`src/rtl/ysyx_24110015_scoreboard.sv`:
```
// GPR/CSR hazard scoreboard gating IDU->EXU; combinational stalls, counters update 1 cycle after fire, no buffering.
// Define YSYX_24110015_SB_WAW_STALL_EN to allow only one outstanding write per register (WAW serialized).
module ysyx_24110015_scoreboard #(
    parameter int NREG  = 16,
    parameter int CNT_W = 2
) (
    input  logic            clk,
    input  logic            rst,
    input  logic            id_valid,
    output logic            id_ready,
    input  logic [4:0]      id_rs1,
    input  logic [4:0]      id_rs2,
    input  logic            id_rs1_use,
    input  logic            id_rs2_use,
    input  logic [4:0]      id_rd,
    input  logic            id_RegWrite,
    input  logic            id_csr,
    output logic            ex_valid,
    input  logic            ex_ready,
    input  logic            wb_valid,
    input  logic            wb_ready,
    input  logic            wb_RegWrite,
    input  logic [4:0]      wb_addr,
    input  logic            wb_csr,
    output logic            stall_raw,
    output logic            stall_csr,
    output logic [NREG-1:0] pending,
    output logic            sb_err
);
    localparam int IW = $clog2(NREG);
    localparam logic [CNT_W-1:0] CNT_MAX = '1;

    logic [CNT_W-1:0] cnt_q [NREG];
    logic [CNT_W-1:0] cnt_d [NREG];
    logic [CNT_W-1:0] csr_cnt_q, csr_cnt_d;
    logic             sb_err_q, sb_err_d;

    logic [IW-1:0] rs1_idx, rs2_idx, rd_idx, wb_idx;
    logic          stall_cap, stall, issue_fire, retire_fire;
    logic          gpr_inc, gpr_dec, csr_inc, csr_dec;

    // Out-of-range indices alias onto the low bits.
    assign rs1_idx = id_rs1[IW-1:0];
    assign rs2_idx = id_rs2[IW-1:0];
    assign rd_idx  = id_rd[IW-1:0];
    assign wb_idx  = wb_addr[IW-1:0];

    generate
        if (IW < 5) begin : g_unused_hi
            logic unused_hi;
            assign unused_hi = ^{id_rs1[4:IW], id_rs2[4:IW], id_rd[4:IW], wb_addr[4:IW]};
        end
    endgenerate

    always_comb begin
        pending = '0;
        for (int i = 1; i < NREG; i++) begin
            pending[i] = |cnt_q[i];
        end
    end

    always_comb begin
        stall_raw = (id_rs1_use && (rs1_idx != '0) && (cnt_q[rs1_idx] != '0)) ||
                    (id_rs2_use && (rs2_idx != '0) && (cnt_q[rs2_idx] != '0));
        stall_csr = id_csr && ((csr_cnt_q != '0) || (|pending));
`ifdef YSYX_24110015_SB_WAW_STALL_EN
        stall_cap = (id_RegWrite && (rd_idx != '0) && (cnt_q[rd_idx] != '0)) ||
                    (id_csr && (csr_cnt_q == CNT_MAX));
`else
        stall_cap = (id_RegWrite && (rd_idx != '0) && (cnt_q[rd_idx] == CNT_MAX)) ||
                    (id_csr && (csr_cnt_q == CNT_MAX));
`endif
        stall       = stall_raw || stall_csr || stall_cap;
        ex_valid    = id_valid && !stall;
        id_ready    = ex_ready && !stall;
        issue_fire  = id_valid && ex_ready && !stall;
        retire_fire = wb_valid && wb_ready;
        gpr_inc     = issue_fire && id_RegWrite && (rd_idx != '0);
        gpr_dec     = retire_fire && wb_RegWrite && (wb_idx != '0);
        csr_inc     = issue_fire && id_csr;
        csr_dec     = retire_fire && wb_csr;
    end

    // Simultaneous inc/dec on one counter cancels; decrementing zero flags an error instead.
    always_comb begin
        sb_err_d  = sb_err_q;
        csr_cnt_d = csr_cnt_q;
        for (int i = 0; i < NREG; i++) begin
            cnt_d[i] = cnt_q[i];
            if (gpr_inc && (rd_idx == IW'(i)) && !(gpr_dec && (wb_idx == IW'(i)))) begin
                cnt_d[i] = cnt_q[i] + CNT_W'(1);
            end else if (gpr_dec && (wb_idx == IW'(i)) && !(gpr_inc && (rd_idx == IW'(i)))) begin
                if (cnt_q[i] == '0) begin
                    sb_err_d = 1'b1;
                end else begin
                    cnt_d[i] = cnt_q[i] - CNT_W'(1);
                end
            end
        end
        if (csr_inc && !csr_dec) begin
            csr_cnt_d = csr_cnt_q + CNT_W'(1);
        end else if (csr_dec && !csr_inc) begin
            if (csr_cnt_q == '0) begin
                sb_err_d = 1'b1;
            end else begin
                csr_cnt_d = csr_cnt_q - CNT_W'(1);
            end
        end
    end

    always_ff @(posedge clk or negedge rst) begin
        if (!rst) begin
            for (int i = 0; i < NREG; i++) begin
                cnt_q[i] <= '0;
            end
            csr_cnt_q <= '0;
            sb_err_q  <= 1'b0;
        end else begin
            for (int i = 0; i < NREG; i++) begin
                cnt_q[i] <= cnt_d[i];
            end
            csr_cnt_q <= csr_cnt_d;
            sb_err_q  <= sb_err_d;
        end
    end

    assign sb_err = sb_err_q;
endmodule

```
`config.mk`:
```
export PLATFORM = sky130hd
export DESIGN_NAME = ysyx_24110015_scoreboard
export DESIGN_NICKNAME = d
export VERILOG_FILES = /design/src/rtl/ysyx_24110015_scoreboard.sv
export SDC_FILE = /design/constraint.sdc
export NUM_CORES = 1
export LEC_CHECK = 0
export BUFFER_PORTS_ARGS = -buffer_cell sky130_fd_sc_hd__clkbuf_2
export CAP_MARGIN = 0
export CORE_MARGIN = 1.5
export CORE_UTILIZATION = 35
export CTS_CLUSTER_DIAMETER = 150
export DETAILED_ROUTE_END_ITERATION = 10
export GPL_TIMING_DRIVEN = 0
export PLACE_DENSITY_LB_ADDON = 0.08
export SETUP_SLACK_MARGIN = 0.5
export SLEW_MARGIN = 20
export SYNTH_ARGS = -nofsm -noshare
export SYNTH_HDL_FRONTEND = slang
export SYNTH_SLANG_ARGS = --single-unit
```
`constraint.sdc`:
```
create_clock -name clk -period 6.9 [get_ports clk]
set_clock_uncertainty 0.2 [all_clocks]
set_input_delay 0.69 -clock clk [delete_from_list [all_inputs] [get_ports clk]]
set_output_delay 0.69 -clock clk [all_outputs]
set_load 0.005 [all_outputs]
```
# == Yosys cells after proc, flatten, opt, wreduce, memory -nomap -nowiden ==
# Cells that the tools add are included.
# Widths: inputs -> output; s select.
# word_totals
reg_bits,35
input_bits,32
output_inout_bits,21
wordCells,419
# classes
n_addsub,34
n_lt_le_gt_ge,3
eq_ne,49
muxes,111
bitwise,3
reduce_logical,201
# op_table
operator,count
$mux 2,57
$logic_and 1x1->1,85
$eq 4x4->1 const B,16
$mux 1,51
$reduce_bool 2->1,20
$logic_not 1->1,35
$add 2x1->2 const B,17
$logic_not 2->1,17
$ne 2x2->1 const B,17
$reduce_and 2->1,17
$sub 2x1->2 const B,17
$eq 4x3->1 const B,8
$reduce_or 2->1,15
$reduce_or 30->1,1
$bmux 2 s4,3
$eq 4x2->1 const B,4
$reduce_bool 4->1,4
$ge 5x5->1 const B,3
$not 4->5,3
$eq 4x1->1 const B,2
$logic_not 4->1,2
$logic_or 1x1->1,5
$eq 2x2->1 const B,2

# == Depth between registers and ports, before layout ==
# Gate-level depths: netlist (run 1).
# logic_depth
word_depth,66
depth_mapped,14
ltp_nobuf,10

# == Worst setup path after synthesis (run 1) ==
# OpenSTA, ideal clock, no wires.
# synth_path
path_kind,in2reg
start,input id_rd[1]
end,"register sb_err_q, in the netlist sb_err"
setup_ns,0.139
arrival_time_ns,3.530
t_required_ns,6.561
path_slack_ns,3.031
stages,12
path_buffers,2
path_cell_list,clkbuf_1 mux4_2 a22oi_1 nand2_1 a21bo_2 buf_2 or4_1 ha_1 nor4b_1 nor4_1 nand4_1 or4_1
# synth_via
elab_chain_cells,65
word_cells_on_any_way,148
cone_classes,eq/ne (16); mux (53); bitwise (1); reduce/logical (78)
# synth_rtl
item,line_no,text
start: declaration,15,"input logic [4:0] id_rd,"
$not 4->5 (not written as such),70,stall_cap = (id_RegWrite && (rd_idx != '0) && (cnt_q[rd_idx] == CNT_MAX)) ||
$bmux 2 s4,70,
$mux 2 (not written as such) (2 in series),70,
$eq 2x2->1,70,
$logic_and 1x1->1,70,
$logic_or 1x1->1,70,
$logic_or 1x1->1,73,stall = stall_raw || stall_csr || stall_cap;
$logic_not 1->1,76,issue_fire = id_valid && ex_ready && !stall;
(+49 left out),n/a,
$mux 1,90,if (gpr_inc && (rd_idx == IW'(i)) && !(gpr_dec && (wb_idx == IW'(i)))) begin
$mux 1,93,if (cnt_q[i] == '0) begin
$mux 1,92,end else if (gpr_dec && (wb_idx == IW'(i)) && !(gpr_inc && (rd_idx == IW'(i)))) begin
$mux 1,90,
$mux 1,103,if (csr_cnt_q == '0) begin
$mux 1,102,end else if (csr_dec && !csr_inc) begin
$mux 1 (*),100,if (csr_inc && !csr_dec) begin
named net sb_err_d,36,"logic sb_err_q, sb_err_d;"
end signal: assignment,123,sb_err_q <= sb_err_d;
end: declaration,36,
# The timed path passes the listed nets; every way through them passes the cells marked *. The select of a mux whose other input is x is not followed.
# A chain may end at the register's enable or synchronous reset.

# == Worst setup path after layout (run 1) ==
# layout_path
start,register cnt_q[28] (netlist bit)
end,"register sb_err_q, in the netlist sb_err"
# layout_via
elab_chain_cells,65
word_cells_on_any_way,145
cone_classes,eq/ne (1); mux (59); reduce/logical (85)
# layout_rtl
item,line_no,text
start: declaration,33,logic [CNT_W-1:0] cnt_q [NREG];
start signal: indexed assignment,120,cnt_q[i] <= cnt_d[i];
$bmux 2 s4 (on tied branches),"63, 64",
$mux 2 (on tied branches) (2 in series),"63, 64",
$reduce_bool 2->1 (on tied branches),"63, 64",
$logic_and 1x1->1 (on tied branches),"63, 64",
$logic_or 1x1->1,63,stall_raw = (id_rs1_use && (rs1_idx != '0) && (cnt_q[rs1_idx] != '0)) ||
$logic_or 1x1->1 (2 in series),73,
$logic_not 1->1,76,
$logic_and 1x1->1,76,
(+48 left out),n/a,
$mux 1,90,
$mux 1,93,
$mux 1,92,
$mux 1,90,
$mux 1,103,
$mux 1,102,
$mux 1 (*),100,
named net sb_err_d,36,
# Marks and branches as above.

==> impl_results.md, run 1 <==
* Post-CTS setup buffers at 0
* Setup WS post-layout at ~2300 ps
* First-pass GRT wire length at ~19000 um
* Sequential power share at between 40 and 50%
* Final RePlAce weighted congestion at 0.967
* Grt ovf at 0
* Footprint of the multi-input gates at 2580 sq um
* Starting Density at 36.6%
* R2R depth at 13
* FF/Latch Area at 851 sq um
* Max-Cap Viols at 0
* Final hold slack at ~260 ps
* Worst slew pin tran at approximately 950 ps
* Total wire length at 11800 um
* Main area contributors after synthesis: dfrtp_1, ha_1, nor3b_1, o21ai_0, nand2_1
* First-pass iteration count of the detailed router at 4
* Combinational Power Share at 19.7%
* Clock Power Share at 33.5%
* Final period util at between 60% and 70%
* Cts hold-fix bufs at 0
* Fin nets at 575
* Dpl hpwl at 9450 um
* Fin cells at approximately 640
* Post-CTS sizing at 0
* Req. time, crit path at roughly 7000 ps
* Yosys reg bits at 34
* Cell accounting for the most synthesized area: dfrtp_1
* Cell variety after synth at 45
* CTS tree: built
* Worst slew margin at 36.4%
* Peak fanout along the critical path at 10
* Most common cell after layout, fill and taps aside: nand2_1
* Post-synth top area share at 23.5%
* Clk root buf: clkbuf_8
* Routed len/inst at around 18 um
* Switching Power at approximately 130 uW
* CP Class: flip-flop to flip-flop
* Vias at 3657
* Mapped Area at 3630 sq um
* # DRC at 0
* Setup TNS at 0 ps
* Die Area at 11000 sq um
* Hold Vio Cnt, Final at 0
* Via-to-Cell Ratio at between 5 and 6
* Placed Instances at 637
* Int Power at 302 uW
* Net Sw Frac at 30.8%
* # diodes at 0
* P&R area growth vs syn at 12.8%
* Lkg Pwr at 2.09 nW
* # clock sinks at 34
* Most frequent cells in the layout: nand2_1, o21ai_0, clkbuf_2, nor2b_1, nor3b_1
* Filler cells at about 1.1k
* Largest net degree at the start of global routing at 35
* Io pins at 53
* Post-Place Worst Slack at 2310 ps
* Pwr per Cell Area at 106 nW/um^2
* Height of the die at 105 um
* Peak Freq at 0.215 GHz
* Final Max Slew Viols at 0
* Avg Inst Size Synth at slightly below 8 sq um
* Clock Pin Slew Worst Setup and Hold Paths at approximately 70 ps
* Sequential share of the synthesized area at 23.5%
* Share of layout cells above drive strength 1 at 16.2%
* Syn Nets at 524
* Worst Hold Depth at 1
* Global router's overall resource usage at between 20% and 30%
* RSZ-0062 raised after global routing: no
* ANT nets after route at 0
* DR iter-0 viols at 276
* H-tree Lvls at 2
* CTS buffer count at 5
* Worst-Skew Late Latency at 290 ps
* Asr flop ratio synth at 100%
* Number of I/O port buffers at 44
* Chip width at 105 um
* Post-synth EDFFs at 0
* Mapped Cells at 460
* Clock Tree Buf Depth at 2
* CP endpoint kind: flip-flop
* Worst vdd ir at 65.0 uV
* Post-route minimum period at 4650 ps
* Vias in the first global route at between 3k and 4k
* CORE AREA at 9910 sq um
* Row count at 36
* Startpoint Class: flip-flop
* Hold Crit Class: flip-flop to flip-flop
* Outcome: finished clean
* Initial antenna violation count at 0
* Post-synth top flop: dfrtp_1
* Critical Path AT at 4590 ps
* Ys Warns at 0
* Final setup viols at 0
[through the flow]
stage	total power, mW	utilization (%)	area [sq um]
after floorplan	0.257	-	3630
after global placement	0.292	40.5	4010
after detailed placement	0.292	40.5	4010
after CTS	0.442	41.3	4090
after global routing	0.457	41.3	4090
final	0.436	41.3	4090
[kinds of logic (layout without fill, tap and decap cells)]
group	count (synthesis)	count (layout)	synth area share (%)
and+or+nand+nor	269	269	41.9
AOI/OAI and AO/OA	68	68	10.9
buffers and inverters	43	94	5.48
DFF	34	34	23.5
adders and majority gates	32	32	11.0
muxes	13	13	7.14
other	1	1	0.103
[critical path, stage by stage, from the launching register on]
cell and delay [ps]:
dfrtp_1 360, clkbuf_1 230, nor4_1 440, nand4_1 250, o21ai_0 500, a21bo_2 320
buf_2 190, buf_1 260, nor4_1 380, ha_1 290, nor3b_1 110, nor4_1 390
nand4_1 140, or4_1 450
[sequential cells by signal (all words and copies together), names as in the netlist]
signal / flops
cnt_q: 31
sb_err: 1
csr_cnt_q: 2
[worst paths after layout]
path | start | end | slack [ps]
max | cnt_q[28] | sb_err | 2250
min | cnt_q[30] | cnt_q[30] | 260
max reg2reg | cnt_q[28] | sb_err | 2250
min reg2reg | cnt_q[30] | cnt_q[30] | 260
max in group asynchronous | rst | cnt_q[27] | 5570
min in group asynchronous | rst | cnt_q[6] | 340
[power groups by stage]
stage | clock (mW) | combinational, mW | sequential [mW]
after floorplan | 0 | 0.0500 | 0.207
after global placement | 0 | 0.0843 | 0.208
after detailed placement | 0 | 0.0848 | 0.208
after CTS | 0.153 | 0.0850 | 0.204
after global routing | 0.158 | 0.0945 | 0.204
final | 0.146 | 0.0857 | 0.204
[synth_stat cells (8+ instances only)]
cell,instances
nand3_1,15
nor2b_1,38
clkbuf_1,8
nor4_1,26
nand2_1,67
or4_1,15
nor3b_1,35
or2_1,9
nor2_1,24
ha_1,32
mux4_2,10
inv_1,23
dfrtp_1,34
nor3_1,8
o21ai_0,51
[per-layer routing]
layer | vias to the layer above | global-route usage, % | wire length (um) | part of all wire [%]
met5 | - | 0 | 0 | 0
met4 | 0 | 5.68 | 208 | 1.8
met3 | 15 | 2.81 | 632 | 5.3
met2 | 124 | 33.9 | 5330 | 45
met1 | 1758 | 31.8 | 5650 | 48
li1 | 1760 | - | - | -
[layout make-up]
cell class                      count  share of cell area, %
Sequential cell                    34                   20.8
Clock buffer                        7                   1.87
Timing Repair Buffer               44                   5.38
Inverter                           23                   2.11
Multi-Input combinational cell    383                   63.0
Tap cell                          133                   4.07
Buffer                             20                   2.75
No activity file was read; power rests on OpenSTA's default activity.
==> run 2, diff against run 1 <==
Clock period 6.9 ns to 4.4 ns, I/O delays scaled along.
==> run 2 against run 1 <==
Net effect:
- die area unchanged
- count of clock-buffer cells in the layout did not move
- non-clock buffer count rose by 45
- register-to-register slack got worse by 1800 ps
- flip-flop and latch count is the same
- sequential power up 57%
- sequential share of layout area decreased by 2.3 points
- final cell count grew 7.0%
- first-iteration DRC count fell by 18%
- worst setup slack got worse by 1800 ps
- final area is 17% higher
- highest routed layer unchanged
- clock power rose by 57%
==> impl_results.md, run 2 (synthesized netlist as in run 1, its figures left out) <==
* Util after Layout at 48.3% (+7.0 points)
* CTS buffer count at 5 (unchanged)
* Vias at 3829 (+4.7%)
* Clock Pin Slew Worst Setup and Hold Paths at 70 ps (about the same)
* RSZ-0062 raised after global routing: yes
* CP cell instances: or2_4 -> mux4_2 -> o211ai_2 -> o22ai_4 -> buf_6 -> or4_4 -> ha_1 -> nor3b_1 -> nor4_2 -> nand4_1 -> or4_4
* Vias in the first global route at 3473 (+5.0%)
* Starting Density at 36.6% (unchanged)
* # clock sinks at 34 (unchanged)
* Pwr per Cell Area at 149 nW/um^2 (+40%)
* Worst slew pin tran at 938 ps (-16.0 ps)
* Setup WS post-layout at 503 ps (-1750 ps)
* Chip width at 105 um (unchanged)
* Hold Crit Class: input pin to asynchronous set/reset pin
* # DRC at 0 (unchanged)
* Most common cell after layout, fill and taps aside: nand2_1
* Switching Power at 223 uW (+66%)
* # diodes at 0 (unchanged)
* First-pass GRT wire length at 19400 um (+4.5%)
* ANT nets after route at 0 (unchanged)
* Setup TNS at 0 ps (unchanged)
* Via-to-Cell Ratio at 5.56 (-2.1%)
* Clock Power Share at 32.1% (-1.4 points)
* Most frequent cells in the layout: nand2_1, o21ai_0, buf_4, clkbuf_2, nor2b_1
* Sequential power share at 44.8% (-2.0 points)
* Largest net degree at the start of global routing at 35 (unchanged)
* CTS tree: built
* Share of layout cells above drive strength 1 at 37.1% (+21 points)
* Max-Cap Viols at 0 (unchanged)
* Worst vdd ir at 106 uV (+64%)
* Lkg Pwr at 2.37 nW (+14%)
* Total power at 713 uW (+64%)
* Number of I/O port buffers at 44 (unchanged)
* P&R area growth vs syn at 31.9%
* Total wire length at 12600 um (+6.2%)
* Post-Place Worst Slack at -112 ps (-2420 ps)
* Outcome: finished clean
* Crit path max-delay family: simple AND/OR/NAND/NOR gates
* Final Cell Area at 4780 sq um (+17%)
* Peak fanout along the critical path at 7 (-3)
* Crit path max-delay cell type: or4_4
* Dpl hpwl at 9450 um (unchanged)
* Critical Path AT at 3860 ps (-730 ps)
* Req. time, crit path at 4360 ps (-2490 ps)
* Combinational Power Share at 23.1% (+3.4 points)
* Worst path buffer plus inverter count at 1 (-2)
* R2R depth at 11 (-2)
* Startpoint Class: flip-flop
* Routed len/inst at 18.2 um (-0.70%)
* Hold Vio Cnt, Final at 0 (unchanged)
* CP Class: flip-flop to flip-flop
* Net Sw Frac at 31.2% (+0.47 points)
* Global router's overall resource usage at 22.7% (+0.89 points)
* Clock Tree Buf Depth at 2 (unchanged)
* Row count at 36 (unchanged)
* Io pins at 53 (unchanged)
* First-pass iteration count of the detailed router at 5 (+1)
* Critical path's largest stage delay at 520 ps (+20 ps)
* DR iter-0 viols at 227 (-18%)
* Final setup viols at 0 (unchanged)
* Post-route minimum period at 3900 ps (-750 ps)
* Height of the die at 105 um (unchanged)
* Clk root buf: clkbuf_8
* Final RePlAce weighted congestion at 0.967 (unchanged)
* Final period util at 88.6% (+21 points)
* Area post-placement at 4010 sq um (unchanged)
* Die Area at 11000 sq um (unchanged)
* Grt ovf at 0 (unchanged)
* Worst slew margin at 37.5% (+1.1 points)
* H-tree Lvls at 2 (unchanged)
* Final Max Slew Viols at 0 (unchanged)
* Worst-Skew Late Latency at 290 ps (about the same)
* Fin nets at 620 (+7.8%)
* Peak Freq at 0.257 GHz (+19%)
* Most Frequent Cell on Critical Path: or4_4
* Int Power at 491 uW (+63%)
* CP endpoint kind: flip-flop
* Most flops, register: cnt_q
* Initial antenna violation count at 0 (unchanged)
* CORE AREA at 9910 sq um (unchanged)
* CP Depth at 11 (-2)
* Max reg flops at 31 (unchanged)
[run 2: changes by cell type in the layout (fill, tap and decap cells not counted), sizes merged]
cell	delta
buf	+46
clkbuf	-1
[run 2: layout make-up]
class                           instances  area [sq um]
Buffer                                 20           143
Clock buffer                            7          76.3
Fill cell                            1021          5120
Inverter                               23          86.3
Multi-Input combinational cell        383          2840
Sequential cell                        34           883
Tap cell                              133           166
Timing Repair Buffer                   89           591
[run 2: path summary, 6_finish.rpt]
kind                            from   endpoint  slack, ps
max                        cnt_q[13]     sb_err        500
min                              rst   cnt_q[6]         90
max reg2reg                cnt_q[13]     sb_err        500
min reg2reg                cnt_q[30]  cnt_q[30]        270
max in group asynchronous        rst   cnt_q[1]       3270
min in group clk           cnt_q[30]  cnt_q[30]        270
[run 2: stage by stage]
stage                     instances  hold WS [ps]
after CTS                       669           130
final                           689          85.3
after global routing            689           151
after detailed placement        637           249
after global placement          637           244
after floorplan                 460         -55.6
[run 2: timing repair]
action	in CTS	in global routing
pin swaps	10	16
cloned	1	0
buffers inserted	24	20
gates resized for setup	61	45
setup endpoints to repair	1	1
hold buffers	0	0
[run 2: worst register-to-register path, cell delays in order, from the launching register on]
cell	delay, ps
dfrtp_2	450
or2_4	300
mux4_2	460
o211ai_2	200
o22ai_4	150
buf_6	170
or4_4	520
ha_1	200
nor3b_1	140
nor4_2	390
nand4_1	140
or4_4	440
[run 2: power groups by stage]
stage	clock, mW	combinational [mW]	sequential [mW]
6_report	0.229	0.165	0.320
5_1_grt	0.248	0.179	0.320
4_1_cts	0.240	0.146	0.319
3_5_place_dp	0	0.133	0.326
3_3_place_gp	0	0.132	0.325
2_1_floorplan	0	0.0784	0.324
[run 2: per-layer routing]
layer	up-vias	track usage, %	part of all wire [%]	wire length (um)
met3	14	3.31	6.0	751
met4	0	6.07	2.0	245
met2	102	36.0	47	5870
met5	-	0	0	0
li1	1851	-	-	-
met1	1862	32.2	45	5690
==> run 3, diff against run 2 <==
Settings changed: ABC_AREA set to 1.
==> run 3 against run 2 <==
Net effect:
- final area is 13% lower
- routed wire length shrank 12%
- via count grew 0.84%
- global-route usage down 1.8 points
- largest cell class unchanged
- area after synthesis increased by 1.2%
- critical path depth rose by 7
- worst setup slack better by 380 ps
==> impl_results.md, run 3 <==
* Largest net degree at the start of global routing at 36 (+2.9%)
* Initial antenna violation count at 0 (unchanged)
* Starting Density at 35.9% (-0.72 points)
* Height of the die at 105 um (+0.59%)
* Total wire length at 11100 um (-12%)
* Clock Tree Buf Depth at 2 (unchanged)
* Share of layout cells above drive strength 1 at 13.3% (-24 points)
* Most common cell after layout, fill and taps aside: nand2_1
* Fin cells at 790 (+15%)
* Combinational Power Share at 25.7% (+2.6 points)
* Final setup viols at 0 (unchanged)
* Post-synth EDFFs at 0 (unchanged)
* Asr flop ratio synth at 100% (unchanged)
* DR iter-0 viols at 257 (+13%)
* Crit path max-delay cell type: nor2_1
* Mapped Area at 3670 sq um (+1.2%)
* # diodes at 0 (unchanged)
* Routed len/inst at 14.0 um (-23%)
* Clock Power Share at 30.5% (-1.6 points)
* Clock Pin Slew Worst Setup and Hold Paths at 80 ps (about the same)
* Worst slew pin tran at 938 ps (+0.275 ps)
* Switching Power at 279 uW (+25%)
* Pwr per Cell Area at 189 nW/um^2 (+26%)
* Via-to-Cell Ratio at 4.89 (-12%)
* Cell accounting for the most synthesized area: dfrtp_1
* Worst vdd ir at 118 uV (+11%)
* Worst slew margin at 37.5% (about the same)
* CTS tree: built
* Startpoint Class: flip-flop
* Global router's overall resource usage at 20.9% (-1.8 points)
* First-pass iteration count of the detailed router at 5 (unchanged)
* Post-synth top area share at 23.9% (+0.40 points)
* Peak fanout along the critical path at 10 (+3)
* Int Power at 503 uW (+2.6%)
* Hold Crit Class: input pin to asynchronous set/reset pin
* Vias in the first global route at 3768 (+8.5%)
* Clk root buf: clkbuf_8
* Outcome: finished clean
* Setup WS post-layout at 886 ps (+383 ps)
* H-tree Lvls at 2 (unchanged)
* Worst-Skew Late Latency at 290 ps (about the same)
* Most frequent cells in the layout: nand2_1, inv_1, nor2_1, clkbuf_2, nand3_1
* Crit path max-delay family: simple AND/OR/NAND/NOR gates
* Mapped Cells at 601 (+31%)
* Vias at 3861 (+0.84%)
* Synth cell count leaders: nand2_1, inv_1, nor2_1
* Io pins at 53 (unchanged)
* Final RePlAce weighted congestion at 0.945 (-2.3%)
* Hold Vio Cnt, Final at 0 (unchanged)
* Req. time, crit path at 4360 ps (about the same)
* First-pass GRT wire length at 18200 um (-6.0%)
* Peak Freq at 0.285 GHz (+11%)
* Max reg flops at 32 (+3.2%)
* Most flops, register: cnt_q
* # clock sinks at 35 (+2.9%)
* Fin nets at 717 (+16%)
* Post-CTS sizing at 0 (-100%)
* CORE AREA at 10200 sq um (+3.2%)
* Row count at 37 (+2.8%)
* Critical Path AT at 3470 ps (-390 ps)
* RSZ-0062 raised after global routing: no
* Chip width at 105 um (+0.59%)
* Sequential power share at 43.9% (-0.9 points)
* Worst path buffer plus inverter count at 2 (+1)
* Filler cells at 1140 (+12%)
* Lkg Pwr at 2.16 nW (-8.7%)
* Grt ovf at 0 (unchanged)
* Avg Inst Size Synth at 6.11 sq um (-23%)
* Post-CTS setup buffers at 0 (-100%)
* Final period util at 79.9% (-8.7 points)
* Max-Cap Viols at 0 (unchanged)
* Post-Place Worst Slack at 893 ps (+1010 ps)
* Number of I/O port buffers at 45 (+2.3%)
* Post-synth top flop: dfrtp_1
* Post-route minimum period at 3510 ps (-383 ps)
* Most Frequent Cell on Critical Path: nand2_1
* Net Sw Frac at 35.7% (+4.5 points)
* # DRC at 0 (unchanged)
* Dpl hpwl at 9040 um (-4.3%)
* Total power at 783 uW (+9.7%)
* Cts hold-fix bufs at 0 (unchanged)
* Yosys reg bits at 35 (+2.9%)
* Syn Nets at 665 (+27%)
* Final hold slack at 82.3 ps (-3.07 ps)
* Setup TNS at 0 ps (unchanged)
* Sequential share of the synthesized area at 23.9% (+0.40 points)
* Final Max Slew Viols at 0 (unchanged)
* CP cell instances: nor2_1 -> o21ai_0 -> nor2_1 -> nand2_1 -> nand2_1 -> nand2_1 -> nand2_1 -> nand2_2 -> nor2_8 -> nand3_4 -> buf_6 -> nor2_2 -> ha_1 -> inv_1 -> nand3_1 -> nand3_1 -> a221oi_1 -> nand3_1
* ANT nets after route at 0 (unchanged)
* CP endpoint kind: flip-flop
* Main area contributors after synthesis: dfrtp_1, nand2_1, inv_1, ha_1, nor2_1
* Cell variety after synth at 31 (-31%)
* CTS buffer count at 5 (unchanged)
* P&R area growth vs syn at 13.1%
* Most common cell in the synthesized netlist: nand2_1
* Ys Warns at 0 (unchanged)
* Placed Instances at 782 (+23%)
* CP Class: flip-flop to flip-flop
* Critical path's largest stage delay at 510 ps (about the same)
* Die Area at 11100 sq um (+1.2%)
[run 3: per-layer routing]
| metal | part of all wire (%) | global-route usage, % | vias up | wire [um] |
|---|---|---|---|---|
| met4 | 2.4 | 7.44 | 0 | 265 |
| met1 | 47 | 27.3 | 1758 | 5250 |
| li1 | - | - | 1981 | - |
| met3 | 5.2 | 2.91 | 20 | 570 |
| met2 | 45 | 35.2 | 102 | 4970 |
| met5 | 0 | 0 | - | 0 |
[run 3: area by class of cell]
class | count | area [sq um] | share of cell area, %
inverter | 119 | 447 | 10.8
sequential | 35 | 876 | 21.1
clock buffer | 5 | 68.8 | 1.66
clock inverter | 3 | 15.0 | 0.362
buffer | 13 | 68.8 | 1.66
tap | 136 | 170 | 4.10
multi-input combinational | 434 | 2280 | 54.9
timing repair buffer | 45 | 225 | 5.43
[run 3: power by group through the flow]
stage               logic, mW  clock network (mW)  registers (mW)
floorplan               0.125                   0           0.348
global placement        0.198                   0           0.349
detailed placement      0.201                   0           0.350
CTS                     0.202               0.253           0.343
global route            0.226               0.260           0.345
finish                  0.201               0.238           0.343
[run 3: final timing paths]
path,startpoint,endpoint,slack (ps),depth (start not counted)
max in group asynchronous,rst,cnt_q[8],3340,1
hold / removal,rst,cnt_q[17],80,1
setup reg to reg,cnt_q[6],sb_err,890,18
hold reg to reg,cnt_q[7],cnt_q[7],290,1
min in group clk,cnt_q[7],cnt_q[7],290,1
setup / recovery,cnt_q[6],sb_err,890,18
[run 3: logic make-up (layout without fill, tap and decap cells)]
kind of cell / Yosys count / count (layout) / synth area share, %
and+or+nand+nor: 322 / 322 / 38.0
buffers and inverters: 132 / 185 / 14.0
AOI/OAI and AO/OA: 69 / 69 / 10.7
DFF: 35 / 35 / 23.9
adders and majority gates: 32 / 32 / 10.9
xor gates and xnor gates: 10 / 10 / 2.39
other: 1 / 1 / 0.102
[run 3: through the flow]
step | util (%) | instance area [sq um]
finish | 40.6 | 4150
global route | 40.6 | 4150
CTS | 40.6 | 4150
detailed placement | 39.7 | 4070
global placement | 39.7 | 4070
floorplan | - | 3670
